### src/rtl/fp_mul_frac_seq.sv
// Multi-cycle fraction multiplier: unpacks two IEEE-style operands, multiplies the
// hidden-bit mantissas RADIX_BITS per cycle, normalises. FPU_MUL_STICKY_EN adds a sticky output.
module fp_mul_frac_seq #(
    parameter int EXP_W      = 8,
    parameter int FRAC_W     = 23,
    parameter int GUARD_W    = 2,
    parameter int RADIX_BITS = 2,
    localparam int W     = 1 + EXP_W + FRAC_W,
    localparam int M     = 1 + FRAC_W + GUARD_W,
    localparam int ITER  = (M + RADIX_BITS - 1) / RADIX_BITS,
    localparam int MP    = ITER * RADIX_BITS,
    localparam int CNT_W = $clog2(ITER + 1)
) (
    input  logic             CLK,
    input  logic             RST,
    input  logic             in_valid,
    output logic             in_ready,
    input  logic [W-1:0]     fp1_in,
    input  logic [W-1:0]     fp2_in,
    output logic             out_valid,
    input  logic             out_ready,
    output logic             sign1,
    output logic             sign2,
    output logic [EXP_W-1:0] exp1,
    output logic [EXP_W-1:0] exp2,
    output logic [M-1:0]     product,
    output logic             carry_out
`ifdef FPU_MUL_STICKY_EN
    ,
    output logic             sticky
`endif
);

    typedef enum logic [1:0] {IDLE, BUSY, DONE} state_t;

    state_t             state_q, state_d;
    logic [CNT_W-1:0]   cnt_q, cnt_d;
    logic [2*M-1:0]     mcand_q, mcand_d;
    logic [MP-1:0]      mplr_q, mplr_d;
    logic [2*M-1:0]     acc_q, acc_d;
    logic               sign1_q, sign1_d, sign2_q, sign2_d;
    logic [EXP_W-1:0]   exp1_q, exp1_d, exp2_q, exp2_d;
    logic [M-1:0]       prod_q, prod_d;
    logic               carry_q, carry_d;

    logic [M-1:0]       mant1, mant2;
    logic [2*M-1:0]     pp;
    logic               carry_n;
    logic [M-1:0]       prod_n;

    // Hidden bit is 0 for zero/denormal exponents; guard bits are zero padding.
    assign mant1 = {|fp1_in[W-2:FRAC_W], fp1_in[FRAC_W-1:0], {GUARD_W{1'b0}}};
    assign mant2 = {|fp2_in[W-2:FRAC_W], fp2_in[FRAC_W-1:0], {GUARD_W{1'b0}}};

    // Multiplicand is pre-shifted each cycle, so the digit partial product lands at its weight.
    assign pp      = mcand_q * (2*M)'(mplr_q[RADIX_BITS-1:0]);
    assign carry_n = acc_q[2*M-1];
    assign prod_n  = carry_n ? acc_q[2*M-1:M] : acc_q[2*M-2:M-1];

`ifdef FPU_MUL_STICKY_EN
    logic sticky_q, sticky_d, sticky_n;
    assign sticky_n = carry_n ? |acc_q[M-1:0] : |acc_q[M-2:0];
    assign sticky   = sticky_q;
`endif

    always_comb begin
        state_d = state_q;
        cnt_d   = cnt_q;
        mcand_d = mcand_q;
        mplr_d  = mplr_q;
        acc_d   = acc_q;
        sign1_d = sign1_q;
        sign2_d = sign2_q;
        exp1_d  = exp1_q;
        exp2_d  = exp2_q;
        prod_d  = prod_q;
        carry_d = carry_q;
`ifdef FPU_MUL_STICKY_EN
        sticky_d = sticky_q;
`endif
        case (state_q)
            IDLE: begin
                if (in_valid) begin
                    sign1_d = fp1_in[W-1];
                    sign2_d = fp2_in[W-1];
                    exp1_d  = fp1_in[W-2:FRAC_W];
                    exp2_d  = fp2_in[W-2:FRAC_W];
                    mcand_d = (2*M)'(mant1);
                    mplr_d  = MP'(mant2);
                    acc_d   = '0;
                    cnt_d   = '0;
                    state_d = BUSY;
                end
            end
            BUSY: begin
                // One extra cycle after the last add registers the normalised result.
                if (cnt_q == CNT_W'(ITER)) begin
                    prod_d  = prod_n;
                    carry_d = carry_n;
`ifdef FPU_MUL_STICKY_EN
                    sticky_d = sticky_n;
`endif
                    state_d = DONE;
                end else begin
                    acc_d   = acc_q + pp;
                    mcand_d = mcand_q << RADIX_BITS;
                    mplr_d  = mplr_q >> RADIX_BITS;
                    cnt_d   = cnt_q + CNT_W'(1);
                end
            end
            DONE: begin
                if (out_ready) state_d = IDLE;
            end
            default: state_d = IDLE;
        endcase
    end

    always_ff @(posedge CLK) begin
        if (RST) begin
            state_q <= IDLE;
            cnt_q   <= '0;
            mcand_q <= '0;
            mplr_q  <= '0;
            acc_q   <= '0;
            sign1_q <= 1'b0;
            sign2_q <= 1'b0;
            exp1_q  <= '0;
            exp2_q  <= '0;
            prod_q  <= '0;
            carry_q <= 1'b0;
`ifdef FPU_MUL_STICKY_EN
            sticky_q <= 1'b0;
`endif
        end else begin
            state_q <= state_d;
            cnt_q   <= cnt_d;
            mcand_q <= mcand_d;
            mplr_q  <= mplr_d;
            acc_q   <= acc_d;
            sign1_q <= sign1_d;
            sign2_q <= sign2_d;
            exp1_q  <= exp1_d;
            exp2_q  <= exp2_d;
            prod_q  <= prod_d;
            carry_q <= carry_d;
`ifdef FPU_MUL_STICKY_EN
            sticky_q <= sticky_d;
`endif
        end
    end

    assign in_ready  = (state_q == IDLE);
    assign out_valid = (state_q == DONE);
    assign sign1     = sign1_q;
    assign sign2     = sign2_q;
    assign exp1      = exp1_q;
    assign exp2      = exp2_q;
    assign product   = prod_q;
    assign carry_out = carry_q;

endmodule
### config.mk
export PLATFORM = sky130hd
export DESIGN_NAME = fp_mul_frac_seq
export DESIGN_NICKNAME = d
export VERILOG_FILES = /design/src/rtl/fp_mul_frac_seq.sv
export SDC_FILE = /design/constraint.sdc
export NUM_CORES = 1
export LEC_CHECK = 0
export BUFFER_PORTS_ARGS = -buffer_cell sky130_fd_sc_hd__buf_2
export CORE_ASPECT_RATIO = 2
export CORE_MARGIN = 5
export CORE_UTILIZATION = 55
export DETAILED_ROUTE_END_ITERATION = 10
export HOLD_SLACK_MARGIN = 0.02
export PLACE_DENSITY = 0.83
export SYNTH_ARGS = -nofsm -noshare
export SYNTH_HDL_FRONTEND = slang
export SYNTH_SLANG_ARGS = --single-unit
### constraint.sdc
create_clock -name CLK -period 5 [get_ports CLK]
set_input_delay 0.5 -clock CLK [delete_from_list [all_inputs] [get_ports CLK]]
set_output_delay 0.5 -clock CLK [all_outputs]
set_load 0.01 [all_outputs]
==> flow_summary.ini, run 1 <==
[logic_synthesis]
syn_inst = 1537
yosys-top-cells-area = dfxtp_1 (31%), nand2_1 (11%), fa_1 (8.5%)
ys_async_sr_fraction_pct = 0
synth.distinct_cells = 64
synth_area_per_cell_um2 = 7.519
synth_top_area_share_pct = 30.66
synth_edf_count = 0
netlist_area_mm2 = 0.01156
synth-seq-cells = 177
ys_seq_area_share_pct = 30.66
synth_area_leader_cell = dfxtp_1
yosysWarnings = 0
synthFlopType = dfxtp_1
synth_fp_nets = 1705

[cts]
htreeDepth = 4
clk_latency_ps = 460
numCtsBuffers = 17
holdBufCountCts = 0
cts_root_buf = clkbuf_16
postCtsResizedCells = 0
clock_sinks = 177
max-clock-path-buffers = 2
cts_tree = done
cts_setup_buffers = 0
path_clk_slew_ps = 70

[critical_path]
r2r_setup_slack_ps = 840
r2r_end = acc_q[51]
crit_required_ps = 5400
crit_family = compound AO/OA/AOI/OAI gates
cp_slowest_stage_delay_ps = 500
cp-end-kind = register
critPathMaxFanout = 33
cp-start-kind = register
timing.rr.start = mplr_q[1]
crit_slowest_cell = o41ai_4
crit_chain = buf_4, nand2_1, fa_1, inv_1, ha_1, inv_1, fa_1, nand2b_1, a21oi_2, o2111ai_2, a31oi_4, a21oi_2, o41ai_4, a31oi_2, mux2_1, nand3_1
arrival_ps = 4560
path_class = reg2reg
rr_worst_depth = 16
crit_buf_inv = 3

[routing]
drc_errors = 0
wl_mm = 31.45
dr_total_vias = 10910
ant_nets = 0
drt-vias-per-instance = 5.838
wire_per_inst_um = 16.84
drt_first_pass_iters = 5
first_iter_violations = 531

[layout]
diodes = 0
postLayoutCellArea_mm2 = 0.01284
final_common_cell = nand2_1
final_cell_mix = nand2_1 (326), dfxtp_1 (177), inv_1 (158), a21oi_1 (129), nor2_1 (121)
layout.cells.non_filler = 1868
area_growth_pct = 11.14
post-route-util_pct = 61.65
drive_above_1_share_pct = 11.38
nets = 1754

[global_route]
grt_max_degree = 113
grt_pass1_wl_mm = 51.66
grt_antenna_before_repair = 0
grt_pass1_vias = 11070
grt_overflow = 0
grt_util_all_layers_pct = 26.08

[floorplan]
die-area_mm2 = 0.02419
die_w_um = 112.5
fp-row-count = 75
die_h_um = 215.0
io_pins = 115
coreArea_mm2 = 0.02083
initial_core_util_pct = 55.47

[timing]
rsz0062_at_grt = false
min_period_ps = 4162
drv_slew = 0
setup-tns-final_ps = 0
maxSlewHeadroom_pct = 21.35
min_period_over_period_pct = 83.24
skew_ps = 12.14
setup_violations = 0
worst_slew_pin_slew_ps = 1177
hold_viol = 0
max_clock_freq_mhz = 240.3

[pwr]
ir_drop_mv = 0.3255
leakage_nw = 5.603
p_total_w = 0.003343
powerDensity_mw_per_mm2 = 260.3

[placement]
port_buffers = 114
gp_congestion = 0.9714
hpwlAfterDp_mm = 22.91
placed_cell_area_mm2 = 0.01223
dp.cells = 1836

[min_path]
worst_hold_path.num_cells = 3
worstHoldEndpoint = sign2
hold_path.class = in2reg
hp-start = fp2_in[31]

[run_status]
status = complete, no violations

[run]
maxCapViolCount = 0
-- final cells by class --
class,instances,area (µm²)
Timing Repair Buffer,128,678.2
Inverter,158,593.1
Sequential cell,177,3543
Tap cell,269,336.6
Clock buffer,17,425.4
Multi-Input combinational cell,1104,7076
Clock inverter,15,191.4
Fill cell,1923,7989
-- layer usage --
| layer | track usage (%) | vias to the layer above | wire (µm) |
|---|---|---|---|
| met5 | 0 | - | 0 |
| met1 | 24.68 | 5196 | 10600 |
| met3 | 4.137 | 133 | 1388 |
| li1 | - | 5240 | - |
| met2 | 50.60 | 336 | 17610 |
| met4 | 16.13 | 0 | 1855 |
-- Yosys cell counts, drive strengths merged (3+ instances only) --
| master | n |
|---|---|
| a211o | 3 |
| a211oi | 30 |
| a21o | 23 |
| a21oi | 132 |
| a22o | 3 |
| a311oi | 45 |
| a31oi | 11 |
| a32o | 5 |
| and2 | 6 |
| and3 | 6 |
| buf | 18 |
| clkbuf | 80 |
| dfxtp | 177 |
| fa | 49 |
| ha | 51 |
| inv | 158 |
| mux2i | 28 |
| nand2 | 330 |
| nand2b | 11 |
| nand3 | 64 |
| nand3b | 3 |
| nand4 | 12 |
| nor2 | 123 |
| nor2b | 9 |
| nor3 | 11 |
| nor3b | 3 |
| nor4 | 6 |
| o21a | 8 |
| o21ai | 49 |
| o21bai | 6 |
| o31a | 3 |
| o31ai | 5 |
| or3 | 5 |
| xnor2 | 19 |
| xor2 | 21 |
-- worst register-to-register path, stage by stage (launching register included) --
cell	delay [ps]
dfxtp_1	320
buf_4	360
nand2_1	130
fa_1	460
inv_1	70
ha_1	170
inv_1	60
fa_1	370
nand2b_1	210
a21oi_2	230
o2111ai_2	200
a31oi_4	290
a21oi_2	120
o41ai_4	500
a31oi_2	200
mux2_1	350
nand3_1	80
-- per-stage QoR --
step	hold WS [ps]	setup WS, ps
floorplan	425.0	1189
global placement	440.1	995.2
detailed placement	444.5	881.4
CTS	273.5	839.0
global route	279.1	615.6
finish	285.2	838.1
-- cells by family after synthesis --
kind of cell,share of synthesized area [%]
muxes,2.523
DFF,30.66
adders and majority gates,14.01
buffers and inverters,8.348
xor gates and xnor gates,3.032
AOI/OAI and AO/OA,19.55
and+or+nand+nor,21.87
-- where the power goes --
part           total (W)  leakage, nW  switching [W]  internal [W]
Sequential       0.00152         1.44      0.0000496       0.00147
Combinational   0.000418         3.86       0.000273      0.000145
Clock            0.00141        0.301       0.000646      0.000762
Total            0.00334         5.60       0.000969       0.00237
-- flip-flops by register name (all words and copies together) (netlist names) --
signal     flops
exp1           8
product       26
state_q        2
exp2           8
mplr_q        26
sign1          1
acc_q         50
mcand_q       50
cnt_q          4
sign2          1
carry_out      1
-- worst max path at each step --
stage                     startpoint   endpoint  slack (ps)  depth (start not counted)
after CTS                  mplr_q[1]  acc_q[51]         840                         16
final                      mplr_q[1]  acc_q[51]         840                         16
after global placement     mplr_q[1]  acc_q[51]        1000                         16
after global routing       mplr_q[1]  acc_q[51]         620                         16
after detailed placement   mplr_q[1]  acc_q[51]         880                         16
after floorplan            mplr_q[1]  acc_q[51]        1190                         17
Power figures use the tool's default switching activity.
==> inputs of run 2 (changes only) <==
- clock period: 5 -> 4 ns (I/O delays scaled with it)
==> run 2 against run 1 <==
The run now ends with DRC left. Via count up 0.89%. Die area unchanged. Clock-buffer cell count up 3. Largest cell class unchanged. Highest routed layer unchanged. Worst hold slack worse by 96 ps. First-iteration DRC count down 0.75%. Worst setup slack worse by 740 ps. Maximum frequency up 6.8%. Critical endpoint is now acc_q[46]. Non-clock buffer count up 23.
==> flow_summary.ini, run 2 (synthesized netlist as in run 1, its figures left out) <==
[cts]
clock_sinks = 177
htreeDepth = 4
max-clock-path-buffers = 2
clk_latency_ps = 450
path_clk_slew_ps = 70
cts_tree = done
numCtsBuffers = 17
cts_root_buf = clkbuf_16

[critical_path]
arrival_ps = 4240
path_class = reg2reg
timing.rr.start = mplr_q[1]
cp_slowest_stage_delay_ps = 510
crit_slowest_cell = fa_1
crit_chain = buf_12, nand2_1, fa_1, inv_1, ha_1, a21o_1, a21oi_2, a2111oi_4, a21oi_2, o31a_1, a211o_1, a21oi_2, o21ai_1, a32o_1
cp-start-kind = register
crit_start = mplr_q[1]
critPathMaxFanout = 15
cp-end-kind = register
crit_required_ps = 4350
cpMostUsedCell = a21oi_2

[timing]
max_clock_freq_mhz = 256.5
setup-tns-final_ps = 0
whs_ps = 189.7
setup_violations = 0
min_period_over_period_pct = 97.46
worst_slew_pin_slew_ps = 1002
drv_slew = 0
hold_viol = 0
maxSlewHeadroom_pct = 33.20
skew_ps = 11.50
min_period_ps = 3898

[pwr]
ir_drop_mv = 0.3313
pwr-share-comb_pct = 12.9
leakage_nw = 5.716
clockPowerShare_pct = 40.6
power.internal_w = 0.002912
p_sw_w = 0.001181
switching_share_pct = 28.85
seq_power_share_pct = 46.5
p_total_w = 0.004093
powerDensity_mw_per_mm2 = 313.6

[layout]
area_growth_pct = 12.95
regArea_mm2 = 0.003548
diodes = 0
nFillCells = 1936
post-route-util_pct = 62.65
postLayoutCellArea_mm2 = 0.01305
reg_top3 = acc_q (50), mcand_q (50)
multi_input_area_mm2 = 0.007096
final_cell_mix = nand2_1 (326), dfxtp_1 (175), inv_1 (158), a21oi_1 (125), nor2_1 (121)
nets = 1777
final_common_cell = nand2_1
drive_above_1_share_pct = 12.95

[floorplan]
fp-row-count = 75
initial_core_util_pct = 55.47
die-area_mm2 = 0.02419
die_w_um = 112.5
die_h_um = 215.0
coreArea_mm2 = 0.02083
io_pins = 115

[routing]
ant_nets = 0
drt_first_pass_iters = 11
drc_errors = 1
wire_per_inst_um = 16.93
drt-vias-per-instance = 5.818
dr_total_vias = 11000
wl_mm = 32.02
first_iter_violations = 527

[placement]
gp_congestion = 0.9893
placed_cell_area_mm2 = 0.01241
port_buffers = 114
hpwlAfterDp_mm = 23.30

[global_route]
grt_pass1_vias = 11210
grt_util_all_layers_pct = 26.43
grt_max_degree = 88
grt_antenna_before_repair = 0
grt_overflow = 0
grt_pass1_wl_mm = 52.52

[min_path]
hp-start = fp1_in[31]
hold_path.class = in2reg

[run]
maxCapViolCount = 0

[run_status]
status = finished, violations left
failed_checks = DRC
run 2: repair_timing:
action	in CTS	in global routing
resized for setup	0	8
setup endpoints to repair	0	9
setup buffers	0	2
hold buffers	0	0
run 2: power by group through the flow:
stage / clock, W / sequential, W / combinational, W
floorplan: 0 / 0.00192 / 0.000377
global placement: 0 / 0.00194 / 0.000509
detailed placement: 0 / 0.00194 / 0.000524
CTS: 0.00168 / 0.00190 / 0.000526
global route: 0.00175 / 0.00191 / 0.000580
finish: 0.00166 / 0.00190 / 0.000528
run 2: path summary, 6_finish.rpt:
path                             endpoint  slack [ps]  cells past startpoint
worst min register to register    exp1[6]         450                      2
worst max-delay path            acc_q[46]         100                     14
worst max register to register  acc_q[46]         100                     14
worst min-delay path                sign1         190                      3
run 2: stage by stage:
stage	setup slack, ps	cells
6_report	101.8	1891
5_1_grt	-13.91	1891
4_1_cts	27.14	1888
3_5_place_dp	49.10	1856
3_3_place_gp	130.8	1856
2_1_floorplan	189.1	1537
run 2: worst max-delay path, delay by kind of cell (launching register included):
kind                     cells  cell delay (ps)
AO/OA/AOI/OAI                9             2190
adder cells (fa/ha/maj)      2              890
flip-flops                   1              420
buffers and inverters        2              200
AND/OR/NAND/NOR              1               80
run 2: cell type report:
class                           instances  share of cell area (%)
Timing Repair Buffer                  151                   6.940
Sequential cell                       177                   27.19
Clock buffer                           20                   3.422
Clock inverter                         12                  0.9682
Tap cell                              269                   2.579
Inverter                              158                   4.544
Multi-Input combinational cell       1104                   54.36
run 2: layer usage:
layer  wire (µm)  track usage, %  up-vias
met1       11040           25.80     5288
met3        1271           3.377      124
met2       17930           51.45      307
met4        1777           15.40        0
li1            -               -     5283
met5           0               0        -
